`src/rtl/full_adder_pkg.sv`:
```
// Shared arithmetic helpers and limits for the ripple-carry adder slice.
package full_adder_pkg;

  localparam int unsigned WIDTH_MAX = 64;

  function automatic logic fa_sum(input logic a, input logic b, input logic c);
    return a ^ b ^ c;
  endfunction

  function automatic logic fa_carry(input logic a, input logic b, input logic c);
    return (a & b) | (a & c) | (b & c);
  endfunction

endpackage

```
`src/rtl/full_adder_bit.sv`:
```
// Single-bit combinational full adder cell, chained by the top via carry.
module full_adder_bit
  import full_adder_pkg::*;
(
  input  logic a,
  input  logic b,
  input  logic ci,
  output logic s,
  output logic co
);

  assign s  = fa_sum(a, b, ci);
  assign co = fa_carry(a, b, ci);

endmodule

```
`src/rtl/full_adder.sv`:
```
// Parameterizable ripple-carry adder with outputs registered on an input strobe.
module full_adder
  import full_adder_pkg::*;
#(
  parameter int unsigned WIDTH = 1
) (
  input  logic             clk,
  input  logic             rst_n,
  input  logic             in_valid,
  input  logic [WIDTH-1:0] a,
  input  logic [WIDTH-1:0] b,
  input  logic             cin,
  output logic [WIDTH-1:0] sum,
  output logic             cout,
  output logic             out_valid
);

  logic [WIDTH:0]   carry;
  logic [WIDTH-1:0] sum_d;
  logic [WIDTH-1:0] sum_q;
  logic             cout_q;
  logic             valid_q;

  assign carry[0] = cin;

  for (genvar i = 0; i < WIDTH; i++) begin : g_bit
    full_adder_bit u_bit (
      .a  (a[i]),
      .b  (b[i]),
      .ci (carry[i]),
      .s  (sum_d[i]),
      .co (carry[i+1])
    );
  end

  // Result registers only load on a strobe; out_valid is a one-cycle echo of it.
  always_ff @(posedge clk or negedge rst_n) begin
    if (!rst_n) begin
      sum_q   <= '0;
      cout_q  <= 1'b0;
      valid_q <= 1'b0;
    end else begin
      valid_q <= in_valid;
      if (in_valid) begin
        sum_q  <= sum_d;
        cout_q <= carry[WIDTH];
      end
    end
  end

  assign sum       = sum_q;
  assign cout      = cout_q;
  assign out_valid = valid_q;

endmodule

```
`config.mk`:
```
export PLATFORM = sky130hd
export DESIGN_NAME = full_adder
export DESIGN_NICKNAME = d
export VERILOG_FILES = /design/src/rtl/full_adder_pkg.sv /design/src/rtl/full_adder_bit.sv /design/src/rtl/full_adder.sv
export SDC_FILE = /design/constraint.sdc
export NUM_CORES = 1
export LEC_CHECK = 0
export ABC_AREA = 1
export CORE_AREA = 2 2 39 41
export CTS_BUF_LIST = sky130_fd_sc_hd__clkbuf_8
export DETAILED_ROUTE_END_ITERATION = 6
export DIE_AREA = 0 0 41 43
export HOLD_SLACK_MARGIN = 0.05
export SYNTH_ARGS = -nofsm -noshare
export SYNTH_HDL_FRONTEND = slang
export SYNTH_SLANG_ARGS = --single-unit
export TNS_END_PERCENT = 10
```
`constraint.sdc`:
```
create_clock -name clk -period 0.8 [get_ports clk]
set_clock_uncertainty 0.1 [all_clocks]
set_input_delay 0.16 -clock clk [delete_from_list [all_inputs] [get_ports clk]]
set_output_delay 0.16 -clock clk [all_outputs]
set_load 0.03 [all_outputs]
```
# Yosys cells after proc, flatten, opt, wreduce, memory -nomap -nowiden
# Cells that the tools add are included.
[totals] inputBits=6 out_inout_bits=3 word_cells=10 ff_bits=3
[op_classes] bitwise_logic=7
[ops] operator="1-bit bitwise AND" count=3
[ops] operator="1-bit bitwise OR" count=2
[ops] operator="1-bit XOR" count=2

# Logic depth before layout (Yosys ltp)
[depth] ltp_word=3 depth_mapped=3 ltp_nobuf=3

# By module
# Synthesis repeated with hierarchy kept, for this count alone.
[unflattened] hier_cells=11 area_unflattened_um2=121.4
[by_module_without_submodules] module="full_adder" cells_per_inst=10 instances=1 seq_area_each_um2=75.1 area_each_um2=101.3
[by_module_without_submodules] module="full_adder_bit" cells_per_inst=1 instances=1 seq_area_each_um2=0.0 area_each_um2=20.0

# Least setup slack after synthesis
# No wires, ideal clock.
[synth_path] kind="input to register" from="input port a" to="register sum_q (netlist: sum)" arrival_time_ns=0.713 path_stages=3 required_ns=0.582 setup_ns=0.118 path_buffers=0 path_slack_ns=-0.131 cell_sequence="fa_1 > nand2_1 > nand2_1"
[synth_between] elab_chain_cells=2
[synth_rtl] element="start, declared" line_no="full_adder.sv:10" rtl="input logic [WIDTH-1:0] a,"
[synth_rtl] element="1-bit XOR (2 in series)" line_no="full_adder_pkg.sv:7" rtl="return a ^ b ^ c;"
[synth_rtl] element="end signal, assigned" line_no="full_adder.sv:45" rtl="sum_q <= sum_d;"
[synth_rtl] element="end, declared" line_no="full_adder.sv:20" rtl="logic [WIDTH-1:0] sum_q;"
# Every way passes these cells.
# A chain may end at the register's enable or synchronous reset.

# Worst setup path in the final report
[layout_path] from="register cout_q (netlist: cout)" to="output port cout"
[layout_lines] element="start, declared" line_no="full_adder.sv:21" rtl="logic cout_q;"
[layout_lines] element="start signal, assigned" line_no="full_adder.sv:46" rtl="cout_q <= carry[WIDTH];"
[layout_lines] element="end, declared" line_no="full_adder.sv:14" rtl="output logic cout,"
# No word-level cell between the ends.

==> results.md <==
- The sort of element at the start of the critical path is a flip-flop.
- The area growth from synthesis to layout is 124.7%.
- After clock tree synthesis, the clock-pin slew on the worst setup and hold paths is 0.03 ns.
- The initial antenna violation count is 0.
- The final-report hold violation count is 0.
- The min-delay analysis places its worst path in the category in -> async.
- The portion of the post-synthesis area used by sequential elements is 61.86%.
- For this design the ratio of total power to cell area is 2683 mW/mm^2.
- The worst setup path is captured at a primary output.
- The layout cell share with drive strength beyond 1 is 50.00%.
- Setup repair after global routing could not meet its margin everywhere.
- The number of standard-cell rows in the floorplan is 14.
- The global-route track usage on met1 is 4.531%.
- The final max-slew violation count came to 0.
- In the final routed layout, each cell accounts on average for 7.500 um.
- The post-synthesis sequential element count is 3.
- The last weighted congestion value of the routability-driven placer is 0.5505.
- After routing, the total negative slack on setup checks comes to -0.6034 ns.
- In this run the most used layer during global routing was met4.
- Using the TritonRoute via totals, the vias-per-cell ratio works out to 3.025.
- The number of warnings printed during yosys synthesis is 0.
- The flow ran to the end, but the final reports show violations.
- Input and output buffers added on the ports amount to 8.
- The average instance in the mapped netlist occupies 11.03 um^2.
- The number of H-tree branching levels is 1.
- The unique cell type count in the Yosys netlist is 4.
- The leftover overflow at the end of global routing is 0.
- The master of the slowest instance on the critical path is sky130_fd_sc_hd__dfrtp_1.
- The global-route track usage on met2 is 4.688%.
- Synthesis produced 11 cells.
- The final cycle utilization of the critical path is 124.0%.
- The clock root buffer is sky130_fd_sc_hd__clkbuf_8.
- For the worst-skew pair, the clock arrives at the later sink with an insertion delay of 0.21 ns.
- Measured along the x axis, the die boundary spans 41 um.
- For this design the top-level I/O count stands at 9.
- Setup violations remaining at the end of the flow were counted as 4.
- The signal on the critical path passes through buf_6.
- Clock tree synthesis found a total of 3 sinks.
- The worst path in the final design needs a cycle of 0.9921 ns, including I/O delays and setup.
- For this block, the initial DRC count from the detailed router was 0.
- The maximum fanout along the worst path is 2.
- The tool flagged a number of max-cap violations equal to 0.
- The CTS tree is yes.
- The placed instances occupy a cell area of 214.0 um^2.
- The detailed router placed 121 vias in this run.
- The final net count is 32.
- The starting density of the core is 8.770%.
- The layout has 162 filler cells.
- The number of buffers and inverters on the critical path is 1.
- In this run the tightest slew margin relative to its limit is 90.21%.
- The total iterations of the first detailed-routing run is 1.
- The global-route wire length before repair is 455 um.
- The die is 43 um tall.
- The number of nets handed over by synthesis was 18.
- The maximum number of pins on one net before global-route repair is 5.
- The finished cells cover 272.8 um^2.
- The number of global-route vias before repair came to 134.
- The die covers 0.001763 mm^2.
- Timing would allow up to 1008 MHz.
- The critical path is of the reg -> out type.
- The area of the placeable core is 0.001384 mm^2.
- The post-route total power is 731.7 uW.
- The cell area after synthesis is 121.4 um^2.
- In this run the static leakage power is 0.0001387 uW.
- On the critical path the largest part of the delay comes from flip-flops.
- The checks that failed: negative setup slack.
- The number of buffers created by CTS is 3.
- In the post-route analysis, the smallest setup slack over all paths is -0.1921 ns.
- Global routing used 5.030% of the available tracks across all layers.
- The wire length reported by the detailed router is 300 um.
- The maximum buffer depth of the clock tree is 2.
- Data arrives at the worst endpoint at 0.73 ns.
- The number of antenna cells inserted is 0.
- The number of antenna-violating nets in the routed design is 0.
- The delay of the slowest cell on the worst path is 0.38 ns.
- STA puts the critical path data required time at 0.54 ns.
- In the routed design, unresolved DRC markers number 0.
- The worst-case IR drop observed on VDD is 0.4585 mV.
- For met3 alone, demand over resource in global routing was 1.571%.
- At the pin with the least slew margin, the transition time is 0.1464 ns.
## synthesized netlist by cell type
cell	n	area share, %
sky130_fd_sc_hd__fa_1	1	16
sky130_fd_sc_hd__inv_1	1	3.1
sky130_fd_sc_hd__dfrtp_1	3	62
sky130_fd_sc_hd__nand2_1	6	19
## repair_timing
| item | 4_1_cts | 5_1_grt |
|---|---|---|
| gates cloned | 0 | 0 |
| resized for setup | 16 | 2 |
| buffers inserted | 0 | 1 |
| pin swaps | 2 | 0 |
| endpoints found under the hold margin | 3 | 3 |
| setup endpoints to repair | 5 | 5 |
## cell usage in the layout, fill, tap and decap left out
master and instances:
sky130_fd_sc_hd__dfrtp_1 3, sky130_fd_sc_hd__buf_6 4, sky130_fd_sc_hd__nand2_1 5, sky130_fd_sc_hd__clkbuf_8 3, sky130_fd_sc_hd__buf_2 2, sky130_fd_sc_hd__nand2_2 1
sky130_fd_sc_hd__buf_4 1, sky130_fd_sc_hd__fa_2 1, sky130_fd_sc_hd__inv_1 2, sky130_fd_sc_hd__dlygate4sd2_1 1, sky130_fd_sc_hd__clkdlybuf4s50_1 1
## layer usage
layer	part of all wire, %	routed length [um]
met1	42	125
met2	35	106
met3	15	46
met4	7.3	22
met5	0	0
## path summary, 6_finish.rpt
check,startpoint,end,slack [ns],depth (start not counted)
worst min register to register,cout$_DFFE_PN0P_,cout$_DFFE_PN0P_,0.39,2
min in group clk,in_valid,out_valid$_DFF_PN0_,0.16,1
worst max-delay path,cout$_DFFE_PN0P_,cout,-0.19,1
max in group asynchronous,rst_n,cout$_DFFE_PN0P_,0.42,1
worst min-delay path,rst_n,sum$_DFFE_PN0P_,0.03,1
worst max register to register,sum$_DFFE_PN0P_,sum$_DFFE_PN0P_,-0.02,3
## stage by stage
stage | hold slack [ns] | utilization (%) | instances | worst slack (ns)
after floorplan | -0.2356 | - | 11 | -0.1306
after global placement | 0.2546 | 15.46 | 35 | -0.6090
after detailed placement | 0.2567 | 15.46 | 35 | -0.6271
after CTS | 0.03084 | 18.81 | 39 | -0.2035
after global routing | 0.03999 | 19.71 | 40 | -0.2181
final | 0.03119 | 19.71 | 40 | -0.1921
## cells by family (layout without fill, tap and decap cells)
| group | Yosys count | in the layout | synth area share, % |
|---|---|---|---|
| AND/OR/NAND/NOR | 6 | 6 | 18.56 |
| flip-flops | 3 | 3 | 61.85 |
| adder cells (fa/ha/maj) | 1 | 1 | 16.50 |
| buffers and inverters | 1 | 14 | 3.090 |
## registers in the layout, indices dropped and copies added (netlist names)
signal / flops
out_valid: 1
sum: 1
cout: 1
## report_power, final
part,internal (uW),leakage (uW),switching [uW],total [uW]
Sequential,169,0.0000360,9.86,179
Combinational,65.6,0.0000758,63.4,129
Clock,326,0.0000269,97.8,424
## cell type report
class / count / area, um^2 / area share [%]
tap: 16 / 20.02 / 7.339
clock inverter: 1 / 3.754 / 1.376
clock buffer: 3 / 41.29 / 15.14
timing repair buffer: 9 / 81.33 / 29.82
inverter: 1 / 3.754 / 1.376
sequential: 3 / 75.07 / 27.52
multi-input combinational: 7 / 47.55 / 17.43
(Power assumes the default switching activity.)
